--- config.mk ---
export PLATFORM = sky130hd
export DESIGN_NAME = alu_arbiter
export DESIGN_NICKNAME = d
export VERILOG_FILES = /design/src/rtl/alu_arbiter.sv
export SDC_FILE = /design/constraint.sdc
export NUM_CORES = 1
export LEC_CHECK = 0
export BUFFER_PORTS_ARGS = -buffer_cell sky130_fd_sc_hd__buf_2
export CORE_UTILIZATION = 38
export CTS_CLUSTER_SIZE = 14
export DETAILED_ROUTE_END_ITERATION = 8
export GPL_TIMING_DRIVEN = 0
export PLACE_DENSITY = 0.7
export SETUP_SLACK_MARGIN = 0.02
export SYNTH_ARGS = -nofsm -noshare
export SYNTH_HDL_FRONTEND = slang
export SYNTH_SLANG_ARGS = --single-unit
--- constraint.sdc ---
create_clock -name clk -period 1.8 [get_ports clk]
set_clock_uncertainty 0.1 [all_clocks]
set_input_delay 0.09 -clock clk [delete_from_list [all_inputs] [get_ports clk]]
set_output_delay 0.09 -clock clk [all_outputs]
set_load 0.01 [all_outputs]
--- src/rtl/alu_arbiter.sv ---
`default_nettype none
// ============================================================================
// alu_arbiter : two-requester round-robin front end for one shared ALU
// Rev 1.0
// ============================================================================
module alu_arbiter #(
  parameter int OP_W = 5,
  parameter int W    = 32
) (
  input  logic            clk,
  input  logic            rst,

  input  logic            req0_valid,
  output logic            req0_ready,
  input  logic [W-1:0]    req0_a,
  input  logic [W-1:0]    req0_b,
  input  logic [OP_W-1:0] req0_op,

  input  logic            req1_valid,
  output logic            req1_ready,
  input  logic [W-1:0]    req1_a,
  input  logic [W-1:0]    req1_b,
  input  logic [OP_W-1:0] req1_op,

  output logic            rsp0_valid,
  input  logic            rsp0_ready,
  output logic [W-1:0]    rsp0_result,
  output logic            rsp0_flag,
  output logic            rsp0_illegal,

  output logic            rsp1_valid,
  input  logic            rsp1_ready,
  output logic [W-1:0]    rsp1_result,
  output logic            rsp1_flag,
  output logic            rsp1_illegal,

  output logic [W-1:0]    alu_a,
  output logic [W-1:0]    alu_b,
  output logic [OP_W-1:0] alu_op,
  input  logic [W-1:0]    alu_result,
  input  logic            alu_flag
);

  typedef enum logic [1:0] {
    ST_IDLE = 2'd0,
    ST_EXEC = 2'd1,
    ST_RESP = 2'd2
  } state_t;

  localparam logic [OP_W-1:0] c_LAST_LEGAL_OP = OP_W'(13);

  state_t          state_q;
  logic            last_q;
  logic            owner_q;
  logic [W-1:0]    alu_a_q;
  logic [W-1:0]    alu_b_q;
  logic [OP_W-1:0] alu_op_q;
  logic [1:0]      rsp_valid_q;
  logic [1:0]      rsp_flag_q;
  logic [1:0]      rsp_illegal_q;
  logic [W-1:0]    rsp_result_q [2];

  logic            w_idle;
  logic            w_gnt0;
  logic            w_gnt1;
  logic            w_rsp_ready;
  logic [W-1:0]    rsp_result_d;
  logic            rsp_flag_d;
  logic            rsp_illegal_d;

  assign w_idle = (state_q == ST_IDLE);

  // last_q high means req1 won the previous grant, so req0 wins a tie
  assign w_gnt0 = w_idle & req0_valid & (~req1_valid | last_q);
  assign w_gnt1 = w_idle & req1_valid & (~req0_valid | ~last_q);

  assign w_rsp_ready   = owner_q ? rsp1_ready : rsp0_ready;
  assign rsp_illegal_d = (alu_op_q > c_LAST_LEGAL_OP);
  assign rsp_result_d  = rsp_illegal_d ? '0 : alu_result;
  assign rsp_flag_d    = ~rsp_illegal_d & alu_flag;

  always_ff @(posedge clk) begin
    if (rst) begin
      state_q         <= ST_IDLE;
      last_q          <= 1'b1;
      owner_q         <= 1'b0;
      alu_a_q         <= '0;
      alu_b_q         <= '0;
      alu_op_q        <= '0;
      rsp_valid_q     <= '0;
      rsp_flag_q      <= '0;
      rsp_illegal_q   <= '0;
      rsp_result_q[0] <= '0;
      rsp_result_q[1] <= '0;
    end else begin
      case (state_q)
        ST_IDLE: begin
          if (w_gnt0 | w_gnt1) begin
            owner_q  <= w_gnt1;
            last_q   <= w_gnt1;
            alu_a_q  <= w_gnt1 ? req1_a  : req0_a;
            alu_b_q  <= w_gnt1 ? req1_b  : req0_b;
            alu_op_q <= w_gnt1 ? req1_op : req0_op;
            state_q  <= ST_EXEC;
          end
        end
        ST_EXEC: begin
          // operand registers double as the ALU drive, so they clear here
          rsp_result_q[owner_q]  <= rsp_result_d;
          rsp_flag_q[owner_q]    <= rsp_flag_d;
          rsp_illegal_q[owner_q] <= rsp_illegal_d;
          rsp_valid_q[owner_q]   <= 1'b1;
          alu_a_q                <= '0;
          alu_b_q                <= '0;
          alu_op_q               <= '0;
          state_q                <= ST_RESP;
        end
        ST_RESP: begin
          if (w_rsp_ready) begin
            rsp_valid_q[owner_q] <= 1'b0;
            state_q              <= ST_IDLE;
          end
        end
        default: state_q <= ST_IDLE;
      endcase
    end
  end

  assign req0_ready   = w_gnt0;
  assign req1_ready   = w_gnt1;
  assign rsp0_valid   = rsp_valid_q[0];
  assign rsp1_valid   = rsp_valid_q[1];
  assign rsp0_result  = rsp_result_q[0];
  assign rsp1_result  = rsp_result_q[1];
  assign rsp0_flag    = rsp_flag_q[0];
  assign rsp1_flag    = rsp_flag_q[1];
  assign rsp0_illegal = rsp_illegal_q[0];
  assign rsp1_illegal = rsp_illegal_q[1];
  assign alu_a        = alu_a_q;
  assign alu_b        = alu_b_q;
  assign alu_op       = alu_op_q;

endmodule
`default_nettype wire
==> impl_metrics.env, run 1 <==
export IMPL_synthTopCellsByCount="79 x dfxtp_1, 70 x nand3_1, 64 x and2_1, 64 x edfxtp_1, 50 x o21ai_0"
export IMPL_placed_cell_area_mm2=0.00788
export IMPL_ys_flop_type="dfxtp_1"
export IMPL_rows=45
export IMPL_grt_total_usage_pct=27.7
export IMPL_crit_start="req1_valid"
export IMPL_crit_arrival_ns=2.02
export IMPL_grt_pass1_vias=6732
export IMPL_min_period_ns=1.81
export IMPL_crit_top_cell="buf_2"
export IMPL_min_from="req0_valid"
export IMPL_syn_inst=549
export IMPL_finalInstanceArea_mm2=0.0104
export IMPL_critPathLaunchType="input pin"
export IMPL_synth_top_area_share_pct=31.8
export IMPL_drc=0
export IMPL_drive_gt1_share_pct=38.6
export IMPL_place_inst=1076
export IMPL_timing_final_crit_share_pct=101
export IMPL_cts_clk_slew_worst_paths_ns=0.07
export IMPL_worstSetupEndpointType="register"
export IMPL_pin_count=318
export IMPL_antenna_found_initial=1
export IMPL_place_congestion=0.829
export IMPL_cp_slowest_cell="dlygate4sd3_1"
export IMPL_drv_cap=0
export IMPL_detail_route_antenna_nets=0
export IMPL_slew_headroom_pct=64.4
export IMPL_numCtsBuffers=17
export IMPL_ctsHtreeMaxLevel=4
export IMPL_finalMaxSlewViolations=0
export IMPL_wl_um=22700
export IMPL_die_h_um=128
export IMPL_syn_to_final_growth_pct=71.7
export IMPL_cts_sinks=143
export IMPL_dieArea_mm2=0.0164
export IMPL_ys_ff_latch=143
export IMPL_insertion_delay_ns=0.41
export IMPL_outcome="complete, but fails checks"
export IMPL_clock_root_buffer="clkbuf_16"
export IMPL_syn_area_per_cell_um2=11.0
export IMPL_yosysWarningCount=0
export IMPL_drt_iter0_markers=447
export IMPL_critical_path_class="in2reg"
export IMPL_crit_chain="dlygate4sd3_1, buf_2, a21bo_1, clkbuf_4, buf_2, o21ai_0, a311oi_1"
export IMPL_coreArea_mm2=0.0154
export IMPL_layout_cells_non_filler=1286
export IMPL_ir_drop_mv=0.684
export IMPL_async_flop_share_pct=0
export IMPL_initial_utilization_pct=39.3
export IMPL_synthMostInstantiatedCell="dfxtp_1"
export IMPL_vias=6726
export IMPL_ctsLongestPathBuffers=2
export IMPL_yosysUniqueCellTypes=39
export IMPL_tightest_slew_ns=0.534
export IMPL_cts_tree="built"
export IMPL_fin_util_pct=67.4
export IMPL_max_freq_mhz=552
export IMPL_pre_cts_ws_ns=-0.291
export IMPL_grt_max_degree=33
export IMPL_violations="negative setup slack"
export IMPL_netlist_top_cells_area="edfxtp_1 32%, dfxtp_1 26%, and2_1 6.6%, nand3_1 5.8%, a311oi_1 4.6%"
export IMPL_port_buffers=316
export IMPL_setup_viol=1
export IMPL_routed_via_density=5.23
export IMPL_path_max_fanout=16
export IMPL_grt_overflow_total=0
export IMPL_synth_area_mm2=0.00603
export IMPL_finish_net_count=1236
export IMPL_path_buf_inv=4
export IMPL_cpPeakStageDelay_ns=0.54
export IMPL_hold_viol=0
export IMPL_worstReg2RegStart="last_q$_SDFFE_PP1P_"
export IMPL_layout_setup_ws_ns=-0.0127
export IMPL_synth_edff_count=64
export IMPL_rsz0062_at_grt="true"
export IMPL_seq_area_frac_synth_pct=58.1
export IMPL_dp_hpwl_um=13800
export IMPL_power_leakage_nw=4.70
export IMPL_syn_num_nets=726
export IMPL_wire_per_inst_um=17.7
export IMPL_die_w_um=128
export IMPL_hp_class="in2reg"
export IMPL_required_ns=2.01
export IMPL_p_total_mw=9.34
export IMPL_grt_pass1_wl_um=34600
export IMPL_critPathTopFamily="buffers and inverters"
export IMPL_p_per_area_mw_per_mm2=901
export IMPL_dr_pass1_iters=6
export IMPL_synth_area_leader_cell="edfxtp_1"
layout make-up:
cell class	instances	area, um2
multi-input combinational	349	2310
tap	211	264
buffer	52	314
timing repair buffer	491	3330
inverter	5	18.8
sequential	143	3510
clock buffer	17	425
antenna	3	7.51
fill	1097	5010
clock inverter	15	186
cells in the final DEF, fill, tap and decap left out, drive strengths merged, types with 3 or more instances in the layout:
cell type	Yosys	routed
a211oi	4	4
a21oi	6	6
a311oi	32	32
a31oi	20	20
and2	64	64
buf	37	350
bufinv	0	3
clkbuf	16	36
clkinv	0	8
dfxtp	79	79
diode	0	3
dlygate4sd3	0	174
edfxtp	64	64
inv	5	9
mux2i	19	19
nand3	70	70
nor2	39	39
o21ai	54	54
o2bb2ai	19	19
or2	3	4
logic make-up (layout without fill, tap and decap cells):
| kind of cell | count (synthesis) | count (layout) | synth area share (%) |
|---|---|---|---|
| buffers and inverters | 58 | 580 | 4.64 |
| multiplexers | 19 | 19 | 3.15 |
| AO/OA/AOI/OAI | 142 | 142 | 17.2 |
| other | 0 | 3 | 0 |
| flip-flops | 143 | 143 | 58.1 |
| AND/OR/NAND/NOR | 187 | 188 | 17.0 |
stage by stage:
| stage | TNS (ns) | hold slack [ns] |
|---|---|---|
| global route | -0.0651 | 0.0952 |
| global placement | -24.06 | 0.254 |
| floorplan | 0 | 0.136 |
| CTS | 0 | 0.0659 |
| detailed placement | -23.26 | 0.265 |
| finish | -0.0127 | 0.0752 |
power breakdown:
part / switching, mW / internal, mW
Sequential: 0.141 / 3.68
Clock: 1.46 / 2.21
Combinational: 0.983 / 0.873
path summary, 6_finish.rpt:
kind	end	slack (ns)	cells past startpoint
max	alu_a[18]$_SDFFE_PP0P_	-0.01	7
min	alu_op[1]$_SDFFE_PP0P_	0.08	4
max reg2reg	alu_a[18]$_SDFFE_PP0P_	0.03	5
min reg2reg	alu_b[10]$_SDFFE_PP0P_	0.37	1
sequential cells by signal, summed over array words and instances (netlist names), named ones only:
signal / count
owner_q: 1
rsp_flag_q: 2
last_q: 1
rsp_illegal_q: 2
state_q: 2
alu_op: 5
alu_b: 32
alu_a: 32
rsp_result_q: 64
per-layer routing:
layer  track usage (%)  vias up  wire [um]
met3              6.55      102       1750
met5                 0        -          0
met4              16.7        0       1090
met2              48.3      430      11300
li1                  -     3070          -
met1              30.6     3124       8580
tightest hold or removal path, cell delays in order:
cell	delay, ns
buf_2	0.15
a21boi_2	0.13
nand3_1	0.09
a311oi_1	0.08
what timing repair did:
action,in CTS,in global routing
setup endpoints to repair,128,182
buffers inserted,0,1
gates resized for setup,15,25
endpoints found under the hold margin,139,0
hold buffers,174,0
cloned,1,0
pin swaps,0,1
(Power assumes the default switching activity.)
==> run 2: changes to the inputs <==
--- a/config.mk
+++ b/config.mk
@@ -6,8 +6,9 @@
 export NUM_CORES = 1
 export LEC_CHECK = 0
 export BUFFER_PORTS_ARGS = -buffer_cell sky130_fd_sc_hd__buf_2
+export CORE_ASPECT_RATIO = 1.5
+export CORE_MARGIN = 2
 export CORE_UTILIZATION = 38
-export CTS_CLUSTER_SIZE = 14
 export DETAILED_ROUTE_END_ITERATION = 8
 export GPL_TIMING_DRIVEN = 0
 export PLACE_DENSITY = 0.7
==> run 2 against run 1 <==
- the run now ends clean
- critical path depth is 3 lower
- sequential share of layout area is 0.20 points lower
- sequential power hardly changed
- clock power is 5% higher
- worst setup slack better by 0.072 ns
- highest routed layer is now met5
==> impl_metrics.env, run 2 (synthesized netlist as in run 1, its figures left out) <==
export IMPL_outcome="finished, final reports clean"
export IMPL_antenna_found_initial=2
export IMPL_p_total_mw=9.53
export IMPL_routed_via_density=5.26
export IMPL_drive_gt1_share_pct=39.6
export IMPL_pin_count=318
export IMPL_largest_reg_flops=64
export IMPL_clock_root_buffer="clkbuf_16"
export IMPL_register_area_mm2=0.00351
export IMPL_reg2reg_depth=4
export IMPL_tightest_slew_ns=0.658
export IMPL_syn_to_final_growth_pct=72.8
export IMPL_layout_commonest_cell="buf_2"
export IMPL_p_per_area_mw_per_mm2=915
export IMPL_coreArea_mm2=0.0156
export IMPL_drt_iter0_markers=351
export IMPL_required_ns=1.61
export IMPL_min_period_ns=1.74
export IMPL_grt_pass1_wl_um=35500
export IMPL_ir_drop_mv=0.544
export IMPL_finish_net_count=1241
export IMPL_cts_tree="built"
export IMPL_wire_per_inst_um=18.5
export IMPL_drc=0
export IMPL_layout_setup_ws_ns=0.0592
export IMPL_finalMaxSlewViolations=0
export IMPL_path_max_fanout=10
export IMPL_timing_final_crit_share_pct=96.7
export IMPL_r2r_end="alu_b[11]$_SDFFE_PP0P_"
export IMPL_worstReg2RegStart="state_q[1]$_SDFFE_PP0P_"
export IMPL_vias=6748
export IMPL_initial_utilization_pct=38.6
export IMPL_die_w_um=107
export IMPL_hp_class="in2reg"
export IMPL_port_buffers=316
export IMPL_top_register="rsp_result_q"
export IMPL_crit_arrival_ns=1.55
export IMPL_dp_hpwl_um=14900
export IMPL_grt_max_degree=17
export IMPL_cts_clk_slew_worst_paths_ns=0.06
export IMPL_drv_cap=0
export IMPL_detail_route_antenna_nets=0
export IMPL_insertion_delay_ns=0.41
export IMPL_r2r_slack_ns=0.10
export IMPL_hold_viol=0
export IMPL_numCtsBuffers=17
export IMPL_pre_cts_ws_ns=-0.296
export IMPL_critPathLaunchType="register"
export IMPL_grt_pass1_vias=6729
export IMPL_grt_overflow_total=0
export IMPL_ctsHtreeMaxLevel=4
export IMPL_dieArea_mm2=0.0169
export IMPL_power_leakage_nw=4.75
export IMPL_place_congestion=0.825
export IMPL_endpoint="req0_ready"
export IMPL_slew_headroom_pct=56.1
export IMPL_cts_sinks=143
export IMPL_max_freq_mhz=574
export IMPL_setup_viol=0
export IMPL_rsz0062_at_grt="true"
export IMPL_ctsLongestPathBuffers=2
export IMPL_layout_common_cells="340 x buf_2, 174 x dlygate4sd3_1, 76 x dfxtp_1"
export IMPL_rows=56
export IMPL_grt_total_usage_pct=27.2
export IMPL_dr_pass1_iters=5
export IMPL_fill_cells=1147
export IMPL_wl_um=23700
export IMPL_crit_start="state_q[1]$_SDFFE_PP0P_"
export IMPL_fin_util_pct=66.7
export IMPL_die_h_um=158
export IMPL_multi_input_area_mm2=0.00232
export IMPL_critical_path_class="reg2out"
export IMPL_worstSetupEndpointType="output port"
## run 2: cell type report
type | instances | area share [%]
Buffer | 53 | 3.07
Multi-Input combinational cell | 350 | 22.3
Antenna cell | 2 | 0.0480
Clock inverter | 15 | 2.06
Clock buffer | 17 | 4.08
Timing Repair Buffer | 494 | 32.2
Sequential cell | 143 | 33.6
Inverter | 5 | 0.180
Tap cell | 203 | 2.44
## run 2: report_power, final
part           internal [mW]  switching (mW)
Clock                   2.26            1.57
Sequential              3.67           0.138
Combinational          0.890            1.01
Total                   6.82            2.71
## run 2: worst max-delay path: stages (launching register included)
cell and delay (ns):
dfxtp_2 0.34, buf_8 0.15, or3b_4 0.40, a21oi_2 0.11
buf_4 0.14
## run 2: worst min-delay path by stage
stage               startpoint                      to  slack [ns]  depth (start not counted)
floorplan           req1_valid     last_q$_SDFFE_PP1P_        0.14                          2
global placement    req1_b[10]  alu_b[10]$_SDFFE_PP0P_        0.26                          3
detailed placement  req1_b[20]  alu_b[20]$_SDFFE_PP0P_        0.27                          3
CTS                 req0_valid  alu_op[1]$_SDFFE_PP0P_        0.11                          4
global route        req0_valid  alu_op[1]$_SDFFE_PP0P_        0.14                          4
finish              req0_valid  alu_op[1]$_SDFFE_PP0P_        0.11                          4
## run 2: repair_timing
| item | 4_1_cts | 5_1_grt |
|---|---|---|
| pin swaps | 0 | 1 |
| setup buffers | 3 | 1 |
| endpoints found under the setup margin | 142 | 117 |
| resized for setup | 23 | 21 |
| endpoints found under the hold margin | 139 | 0 |
| hold buffers | 174 | 0 |
| cloned | 2 | 0 |
## run 2: per-stage QoR
| step | hold slack, ns | TNS [ns] | cell area [um2] | std cells |
|---|---|---|---|---|
| floorplan | 0.136 | 0 | 6040 | 549 |
| global placement | 0.258 | -28.89 | 7870 | 1068 |
| detailed placement | 0.265 | -30.43 | 7870 | 1068 |
| CTS | 0.108 | 0 | 10400 | 1279 |
| global route | 0.137 | -0.00168 | 10400 | 1281 |
| finish | 0.112 | 0 | 10400 | 1282 |
## run 2: per-layer routing
metal / global-route usage, % / part of all wire, % / vias to the layer above
met3: 7.20 / 8.4 / 68
met2: 47.5 / 51 / 469
li1: - / - / 3074
met1: 30.5 / 37 / 3135
met4: 13.3 / 3.7 / 2
met5: 0 / 0.067 / -
